===== src/rtl/core_pkg.sv =====
// core_pkg: shared core widths, register address type and write-back source ids
package core_pkg;
  localparam int XLEN = 32;
  localparam int REG_ADDR_W = 5;
  localparam int NUM_REGS = 32;
  typedef logic [REG_ADDR_W-1:0] reg_addr_t;
  typedef enum logic [1:0] {WB_ALU, WB_LSU, WB_MDU} wb_src_e;
endpackage


===== src/rtl/rr_arbiter.sv =====
// rr_arbiter: round-robin one-hot grant with a rotating priority pointer
module rr_arbiter #(
  parameter int N = 3,
  parameter int IW = N > 1 ? $clog2(N) : 1
) (
  input  logic          clk,
  input  logic          reset,
  input  logic [N-1:0]  req,
  input  logic          advance,
  output logic [N-1:0]  grant,
  output logic [IW-1:0] grant_idx
);
  logic [IW-1:0] ptr;
  logic found;
  int best;
  int d;
  // pick the valid requester with the smallest rotational distance from ptr
  always_comb begin
    best = N;
    d = 0;
    found = 1'b0;
    grant_idx = ptr;
    for (int i = 0; i < N; i++) begin
      d = i - int'(ptr) + (i < int'(ptr) ? N : 0);
      if (req[i] && d < best) begin
        best = d;
        found = 1'b1;
        grant_idx = IW'(i);
      end
    end
    grant = found ? N'(1) << grant_idx : '0;
  end
  always_ff @(posedge clk or posedge reset)
    if (reset) ptr <= '0;
    else if (advance) ptr <= grant_idx == IW'(N - 1) ? '0 : grant_idx + 1'b1;
endmodule


===== src/rtl/regfile_wb_scheduler.sv =====
// regfile_wb_scheduler: round-robin write-back arbiter with register busy scoreboard
module regfile_wb_scheduler #(
  parameter int XLEN = 32,
  parameter int NREQ = 3
) (
  input  logic                       clk,
  input  logic                       reset,
  input  logic [NREQ-1:0]            req_valid,
  input  logic [NREQ-1:0][4:0]       req_rd,
  input  logic [NREQ-1:0][XLEN-1:0]  req_data,
  output logic [NREQ-1:0]            req_ready,
  output logic                       rf_write_en,
  output logic [4:0]                 rf_write_add,
  output logic [XLEN-1:0]            rf_write_data,
  input  logic                       rsv_valid,
  input  logic [4:0]                 rsv_rd,
  output logic                       rsv_ready,
  input  logic [4:0]                 rs1_add,
  input  logic [4:0]                 rs2_add,
  output logic                       rs1_busy,
  output logic                       rs2_busy,
  output logic [31:0]                busy_vec
);
  import core_pkg::*;
  localparam int IW = NREQ > 1 ? $clog2(NREQ) : 1;
  logic [IW-1:0] gidx;
  logic accept;
  reg_addr_t wb_rd;
  logic [NUM_REGS-1:0] set_mask;
  logic [NUM_REGS-1:0] clr_mask;
  rr_arbiter #(.N(NREQ), .IW(IW)) u_arb (
    .clk(clk),
    .reset(reset),
    .req(req_valid),
    .advance(accept),
    .grant(req_ready),
    .grant_idx(gidx)
  );
  assign accept = |req_ready;
  assign wb_rd = req_rd[gidx];
  always_ff @(posedge clk or posedge reset)
    if (reset) begin
      rf_write_en <= 1'b0;
      rf_write_add <= '0;
      rf_write_data <= '0;
    end else begin
      rf_write_en <= accept && wb_rd != '0;
      if (accept) begin
        rf_write_add <= wb_rd;
        rf_write_data <= req_data[gidx];
      end
    end
  assign rsv_ready = !busy_vec[rsv_rd];
  assign set_mask = (rsv_valid && rsv_ready && rsv_rd != '0) ? NUM_REGS'(1) << rsv_rd : '0;
  assign clr_mask = rf_write_en ? NUM_REGS'(1) << rf_write_add : '0;
  // set is applied after clear so a same-edge reservation survives the commit
  always_ff @(posedge clk or posedge reset)
    if (reset) busy_vec <= '0;
    else busy_vec <= ((busy_vec & ~clr_mask) | set_mask) & ~NUM_REGS'(1);
  assign rs1_busy = busy_vec[rs1_add];
  assign rs2_busy = busy_vec[rs2_add];
endmodule

===== config.mk =====
export PLATFORM = sky130hd
export DESIGN_NAME = regfile_wb_scheduler
export DESIGN_NICKNAME = d
export VERILOG_FILES = /design/src/rtl/core_pkg.sv /design/src/rtl/rr_arbiter.sv /design/src/rtl/regfile_wb_scheduler.sv
export SDC_FILE = /design/constraint.sdc
export NUM_CORES = 1
export LEC_CHECK = 0
export CAP_MARGIN = 0
export CORE_ASPECT_RATIO = 0.9
export CORE_UTILIZATION = 40
export CTS_BUF_LIST = sky130_fd_sc_hd__clkbuf_4
export CTS_CLUSTER_SIZE = 30
export DETAILED_ROUTE_END_ITERATION = 6
export PLACE_DENSITY = 0.82
export SLEW_MARGIN = 5
export SYNTH_ARGS = -nofsm -noshare
export SYNTH_HDL_FRONTEND = slang
export SYNTH_SLANG_ARGS = --single-unit

===== constraint.sdc =====
create_clock -name clk -period 4.2 [get_ports clk]
set_input_delay 0.63 -clock clk [delete_from_list [all_inputs] [get_ports clk]]
set_output_delay 0.63 -clock clk [all_outputs]
set_load 0.03 [all_outputs]

# ---- Word-level counts from Yosys, hierarchy flattened
# Index checks and enable logic that the tools add are counted.
dict set report totals {
  reg_bits 71
  word_cells 64
  output_inout_bits 76
  input_bits 132
}
dict set report classes {
  n_bitwise 3
  magnitude_cmp 10
  addsub 7
  n_mux 25
  shift 3
  n_reduce_logical 10
  eq_ne 1
}
# op n
set ops {}
lappend ops {{2-to-1 mux 32 bit} 5}
lappend ops {{adder 32 bit} 3}
lappend ops {{binary-select mux 32 bit (select 2 bit)} 1}
lappend ops {{less-than comparator 32 bit} 2}
lappend ops {{<< shifter 1 x 5 -> 32 bit (first input constant)} 2}
lappend ops {{AND 32 bit} 1}
lappend ops {{less-than comparator 32 x 3 -> 1 bit (second input constant)} 1}
lappend ops {{NOT 32 bit} 1}
lappend ops {{bitwise OR 32 bit} 1}
lappend ops {{less-than comparator 5 x 6 -> 1 bit (second input constant)} 3}
lappend ops {{binary-select mux 1 bit (select 5 bit)} 3}
lappend ops {{2-to-1 mux 2 bit} 7}
lappend ops {{binary-select mux 5 bit (select 2 bit)} 1}
lappend ops {{nonzero test 5 bit} 2}
lappend ops {{logical AND 1 bit} 6}
lappend ops {{2-to-1 mux 1 bit} 6}
lappend ops {{subtractor 1 x 2 -> 3 bit (first input constant)} 2}
lappend ops {{2-to-1 mux 5 bit} 1}
lappend ops {{less-than comparator 1 x 2 -> 1 bit (first input constant)} 2}
lappend ops {{less-than comparator 2 x 3 -> 1 bit (second input constant)} 1}
lappend ops {{2-to-1 mux 3 bit} 1}
lappend ops {{OR reduction 3 bit} 1}
lappend ops {{<< shifter 1 x 2 -> 3 bit (first input constant)} 1}
lappend ops {{subtractor 2 x 2 -> 3 bit (first input constant)} 1}
lappend ops {{other kinds (4)} 4}

# ---- Depth between registers and ports, before layout
dict set report logic_depth {
  ltp_word 16
  mapped_depth 22
  depth_no_buf 19
}

# ---- Cells and area by module
# Synthesis repeated with hierarchy kept, for this count alone.
dict set report hier_totals {
  cells_unflattened 520
  area_unflattened_um2 4789.6
}
# module area_per_inst_um2 cells_each seq_area_each_um2 n_inst
set by_module_without_submodules {}
lappend by_module_without_submodules {regfile_wb_scheduler 4340.4 462 1726.7 1}
lappend by_module_without_submodules {rr_arbiter 449.2 58 50.0 1}

# ---- Worst setup path before layout
# OpenSTA, ideal clock, no wires.
dict set report synth_timing {
  path_type {register -> output}
  from {reg u_arb.ptr[0]}
  to {out req_ready[1]}
  slack_ps -905
  path_buffers 3
  stages_incl_launch_ff 21
  required_time_ps 3570
  arrival_time_ps 4475
  cell_sequence {dfrtp_1 > inv_1 > ha_1 > inv_1 > ha_1 > a21boi_0 > o31ai_1 > nor2_1 > ha_1 > nand3b_1 > or2_2 > clkbuf_1 > a31o_2 > ha_1 > a41oi_1 > o2111ai_1 > nand2b_1 > and2_1 > buf_2 > buf_2 > nor3b_1}
}
dict set report synth_via {
  elab_chain_cells 14
  word_cells_on_any_way 28
  classes_between {add/sub (6); order compare (6); shift (1); mux (12); reduce/logical (3)}
}
# item line
set synth_lines {}
lappend synth_lines {{start, declared} rr_arbiter.sv:13} ;# logic [IW-1:0] ptr;
lappend synth_lines {{start signal, assigned} rr_arbiter.sv:35} ;# else if (advance) ptr <= grant_idx == IW'(N - 1) ? '0 : grant_idx + 1'b1;
lappend synth_lines {{less-than comparator 1 x 2 -> 1 bit} rr_arbiter.sv:24} ;# d = i - int'(ptr) + (i < int'(ptr) ? N : 0);
lappend synth_lines {{2-to-1 mux 2 bit} rr_arbiter.sv:24}
lappend synth_lines {{adder 32 bit} rr_arbiter.sv:24}
lappend synth_lines {{less-than comparator 32 x 3 -> 1 bit} rr_arbiter.sv:25} ;# if (req[i] && d < best) begin
lappend synth_lines {{logical AND 1 bit} rr_arbiter.sv:25}
lappend synth_lines {{2-to-1 mux 32 bit} rr_arbiter.sv:25}
lappend synth_lines {{less-than comparator 32 bit} rr_arbiter.sv:25}
lappend synth_lines {{logical AND 1 bit} rr_arbiter.sv:25}
lappend synth_lines {{2-to-1 mux 32 bit} rr_arbiter.sv:25}
lappend synth_lines {{less-than comparator 32 bit} rr_arbiter.sv:25}
lappend synth_lines {{logical AND 1 bit} rr_arbiter.sv:25}
lappend synth_lines {{2-to-1 mux 2 bit} rr_arbiter.sv:25}
lappend synth_lines {{<< shifter 1 x 2 -> 3 bit} rr_arbiter.sv:31} ;# grant = found ? N'(1) << grant_idx : '0;
lappend synth_lines {{2-to-1 mux 3 bit (*)} rr_arbiter.sv:31}
lappend synth_lines {{end, declared} regfile_wb_scheduler.sv:11} ;# output logic [NREQ-1:0] req_ready,
# Mark *: on every way between the ends. The rest lies on a longest branch, timed or not.

# ---- Final worst setup path
# Ends and elaborated chain as after synthesis.

==> impl_results.md <==
* VDD IR max at 537 uV
* Hold buffers post-CTS at 0
* Layout cell share with drive strength beyond 1 at 0.251
* Max cap viols at 0
* Final nets at 923
* Post-route worst setup slack at -0.754 ns
* Sw power at 3.91 mW
* Most frequent cells in the layout: clkdlybuf4s50_1, dfrtp_1, o21ai_0
* DR vias at 5,415
* DRC viols at 0
* Failing checks: setup timing
* PwrDens at 956 mW/mm^2
* Setup Skew at 0.0125 ns
* RSZ-0062 raised after global routing: yes
* Final Setup Violations at 41
* CTS Sinks at 71
* Leak Pwr at 3.40 nW
* Clock network fraction of design power at 0.049
* Post-route clock period utilization at 1.18
* Commonest non-fill, non-tap cell in the layout: clkdlybuf4s50_1
* Grt ovf at 0
* DRT iter0 DRCs at 407
* Clk buf depth at 2
* Clock Pin Slew Worst Setup and Hold Paths at 0.13 ns
* Hold crit path type: flop to flop
* Cell Chain, Critical Path: inv_2 > ha_4 > inv_2 > ha_4 > a21boi_2 > o31ai_2 > nor2_2 > ha_4 > nand3b_1 > or2_4 > a31o_4 > ha_4 > nand4_1 > buf_4 > a311oi_2 > o211ai_1 > buf_4 > nor3b_4 > buf_6
* PortBufs at 206
* Initial antenna violation count at 0
* Layout area overhead at 69.3%
* Post-route minimum period at 4.95 ns
* Post-DP HPWL at 12.7 mm
* Post-synth EDFFs at 0
* Most used cell, CP: ha_4
* Largest net degree at the start of global routing at 72
* Total Power at 7.92 mW
* Final Hold Violating Endpoints at 0
* Routed wire length at 18.5 mm
* CTS buffer count at 9
* #FFs+latches synth at 71
* Post-Syn Area per Cell at 9.49 um^2
* CTS tree: done
* Seq/Total Area, Yosys at 0.363
* Rel. slew slack at 0.298
* WL/cell at 19.8 um
* DRT Pass-1 Iters at 5
* CTS root buf: clkbuf_4
* Netlist Area Pre-Place at 0.00490 mm^2
* Critical path buffers and inverters at 5
* RD Place Congestion at 0.966
* Status: finished, violations left
* Cell Rows at 37
* Die area at 0.0127 mm^2
* Height of the die at 107 um
* Critical Path AT at 4.32 ns
* Initial Util at 0.420
* Cell-internal power at 4.01 mW
* H-tree levels at 3
* I/O pin total at 208
* Antenna Diode Count at 0
* Switch share at 0.494
* Via density at 5.80
* Global-route usage over all layers at 0.259
* Most used DFF post-synth: dfrtp_1
* Clock Latency Late Sink at 0.41 ns
* Slowest stage delay, CP at 0.42 ns
* Yosys warnings at 0
* Die width at 119 um
* Crit-path slowest cell: dfrtp_1
* Post-synth ARST share at 1.00
* Flop pwr share at 0.184
* Synth unique cells at 47
* Cells after Synth at 516
* Core ar. at 0.0117 mm^2
* Vias in the first global route at 5,116
* WP data required at 3.57 ns
* Critical path's top delay family: compound AO/OA/AOI/OAI gates
* Worst Setup End Kind: output pin
* Setup CP Type: flop to output pin
* Fmax at 0.202 GHz
* Worst setup SP type: flop
* Comb power frac at 0.768
* Worst-Margin Slew at 1.05 ns
* Hold_ws at 0.526 ns
* Crit-path max FO at 3
* Final Max Tran Viols at 0
* Final ANT Viol Nets at 0
* Global-route wire length before repair at 25.8 mm
==> state kept, by name (all words and copies together) (netlist names) <==
signal,cells
rf_write_data,32
u_arb.ptr,2
rf_write_add,5
busy_vec,31
rf_write_en,1
==> metrics by stage <==
step                      cell area, um^2  instances   util  TNS, ns  worst slack [ns]
after detailed placement             7440        890  0.638    -1.13            -0.483
after global placement               7440        890  0.638   -0.450            -0.334
after CTS                            7680        917  0.659    -1.58            -0.520
after floorplan                      5050        522      -   -0.375            -0.232
final                                8290        934  0.710    -8.18            -0.754
after global routing                 8290        934  0.710   -16.42            -0.974
==> power groups by stage <==
stage          clock network, mW  registers (mW)  logic [mW]
6_report                   0.388            1.45        6.08
4_1_cts                    0.391            1.44        4.99
3_3_place_gp                   0            1.42        4.69
2_1_floorplan                  0            2.02        2.51
3_5_place_dp                   0            1.45        4.82
5_1_grt                    0.415            1.49        6.41
==> metal layers <==
metal | wire [um] | global-route usage | vias up
li1 | - | - | 2402
met1 | 6810 | 0.305 | 2619
met2 | 9590 | 0.464 | 351
met3 | 1540 | 0.0516 | 43
met4 | 597 | 0.107 | 0
met5 | 0 | 0 | -
==> path summary, 6_finish.rpt <==
| kind | start | to | slack, ns | cells past startpoint |
|---|---|---|---|---|
| worst max-delay path | u_arb.ptr[0] | req_ready[1] | -0.75 | 19 |
| min in group asynchronous | reset | rf_write_data[5] | 0.77 | 2 |
| worst min register to register | rf_write_data[0] | rf_write_data[0] | 0.53 | 2 |
| max in group asynchronous | reset | busy_vec[5] | 2.65 | 3 |
| worst max register to register | u_arb.ptr[0] | rf_write_data[27] | -0.22 | 24 |
| worst min-delay path | rf_write_data[0] | rf_write_data[0] | 0.53 | 2 |
==> tightest hold or removal path: cells and delay by family, from the launching register on <==
family,cells,cell delay [ns]
buffers and inverters,1,0.05
AO/OA/AOI/OAI,1,0.05
flip-flops,1,0.39
==> synthesized netlist by cell type (all sizes together), types with 2 or more instances <==
master   count  area share
and4         2      0.0036
mux2         5       0.011
inv         46       0.035
a21oi       44       0.045
ha          18       0.046
nand2b       5      0.0064
o211ai       2      0.0031
a21o         3      0.0046
nand3       11       0.011
nand4        3      0.0038
nor2        46       0.035
mux2i       38       0.078
o21ai       68       0.070
a31o         3      0.0054
dfrtp       71        0.36
clkbuf      13       0.010
mux4        27        0.12
buf         16       0.020
a31oi        2      0.0026
a21boi       2      0.0038
o2111ai      2      0.0036
nand2       22       0.017
nor3         5      0.0051
conb         2      0.0015
nor2b        6      0.0077
or2          3      0.0038
a211oi      35       0.054
nor3b        4      0.0072
==> logic make-up (layout without fill, tap and decap cells) <==
family	Yosys count	after routing	synth area share
buffers and inverters	75	331	0.0649
AND/OR/NAND/NOR	111	111	0.107
multiplexers	70	70	0.213
AO/OA/AOI/OAI	169	169	0.205
flip-flops	71	71	0.363
adder cells (fa/ha/maj)	18	18	0.0460
other	2	8	0.00153
==> timing repair <==
action,in CTS,in global routing
pin swaps,4,31
gates cloned,0,8
gates resized for setup,12,98
endpoints found under the setup margin,40,41
buffers inserted,11,9
hold endpoints to repair,0,0
==> area by class of cell <==
class	count	area [um^2]
Timing Repair Buffer	269	2730
Multi-Input combinational cell	376	3300
Fill cell	796	3380
Clock inverter	7	47.5
Tap cell	156	195
Inverter	46	173
Sequential cell	71	1780
Clock buffer	9	67.6
No activity file was read; power rests on OpenSTA's default activity.
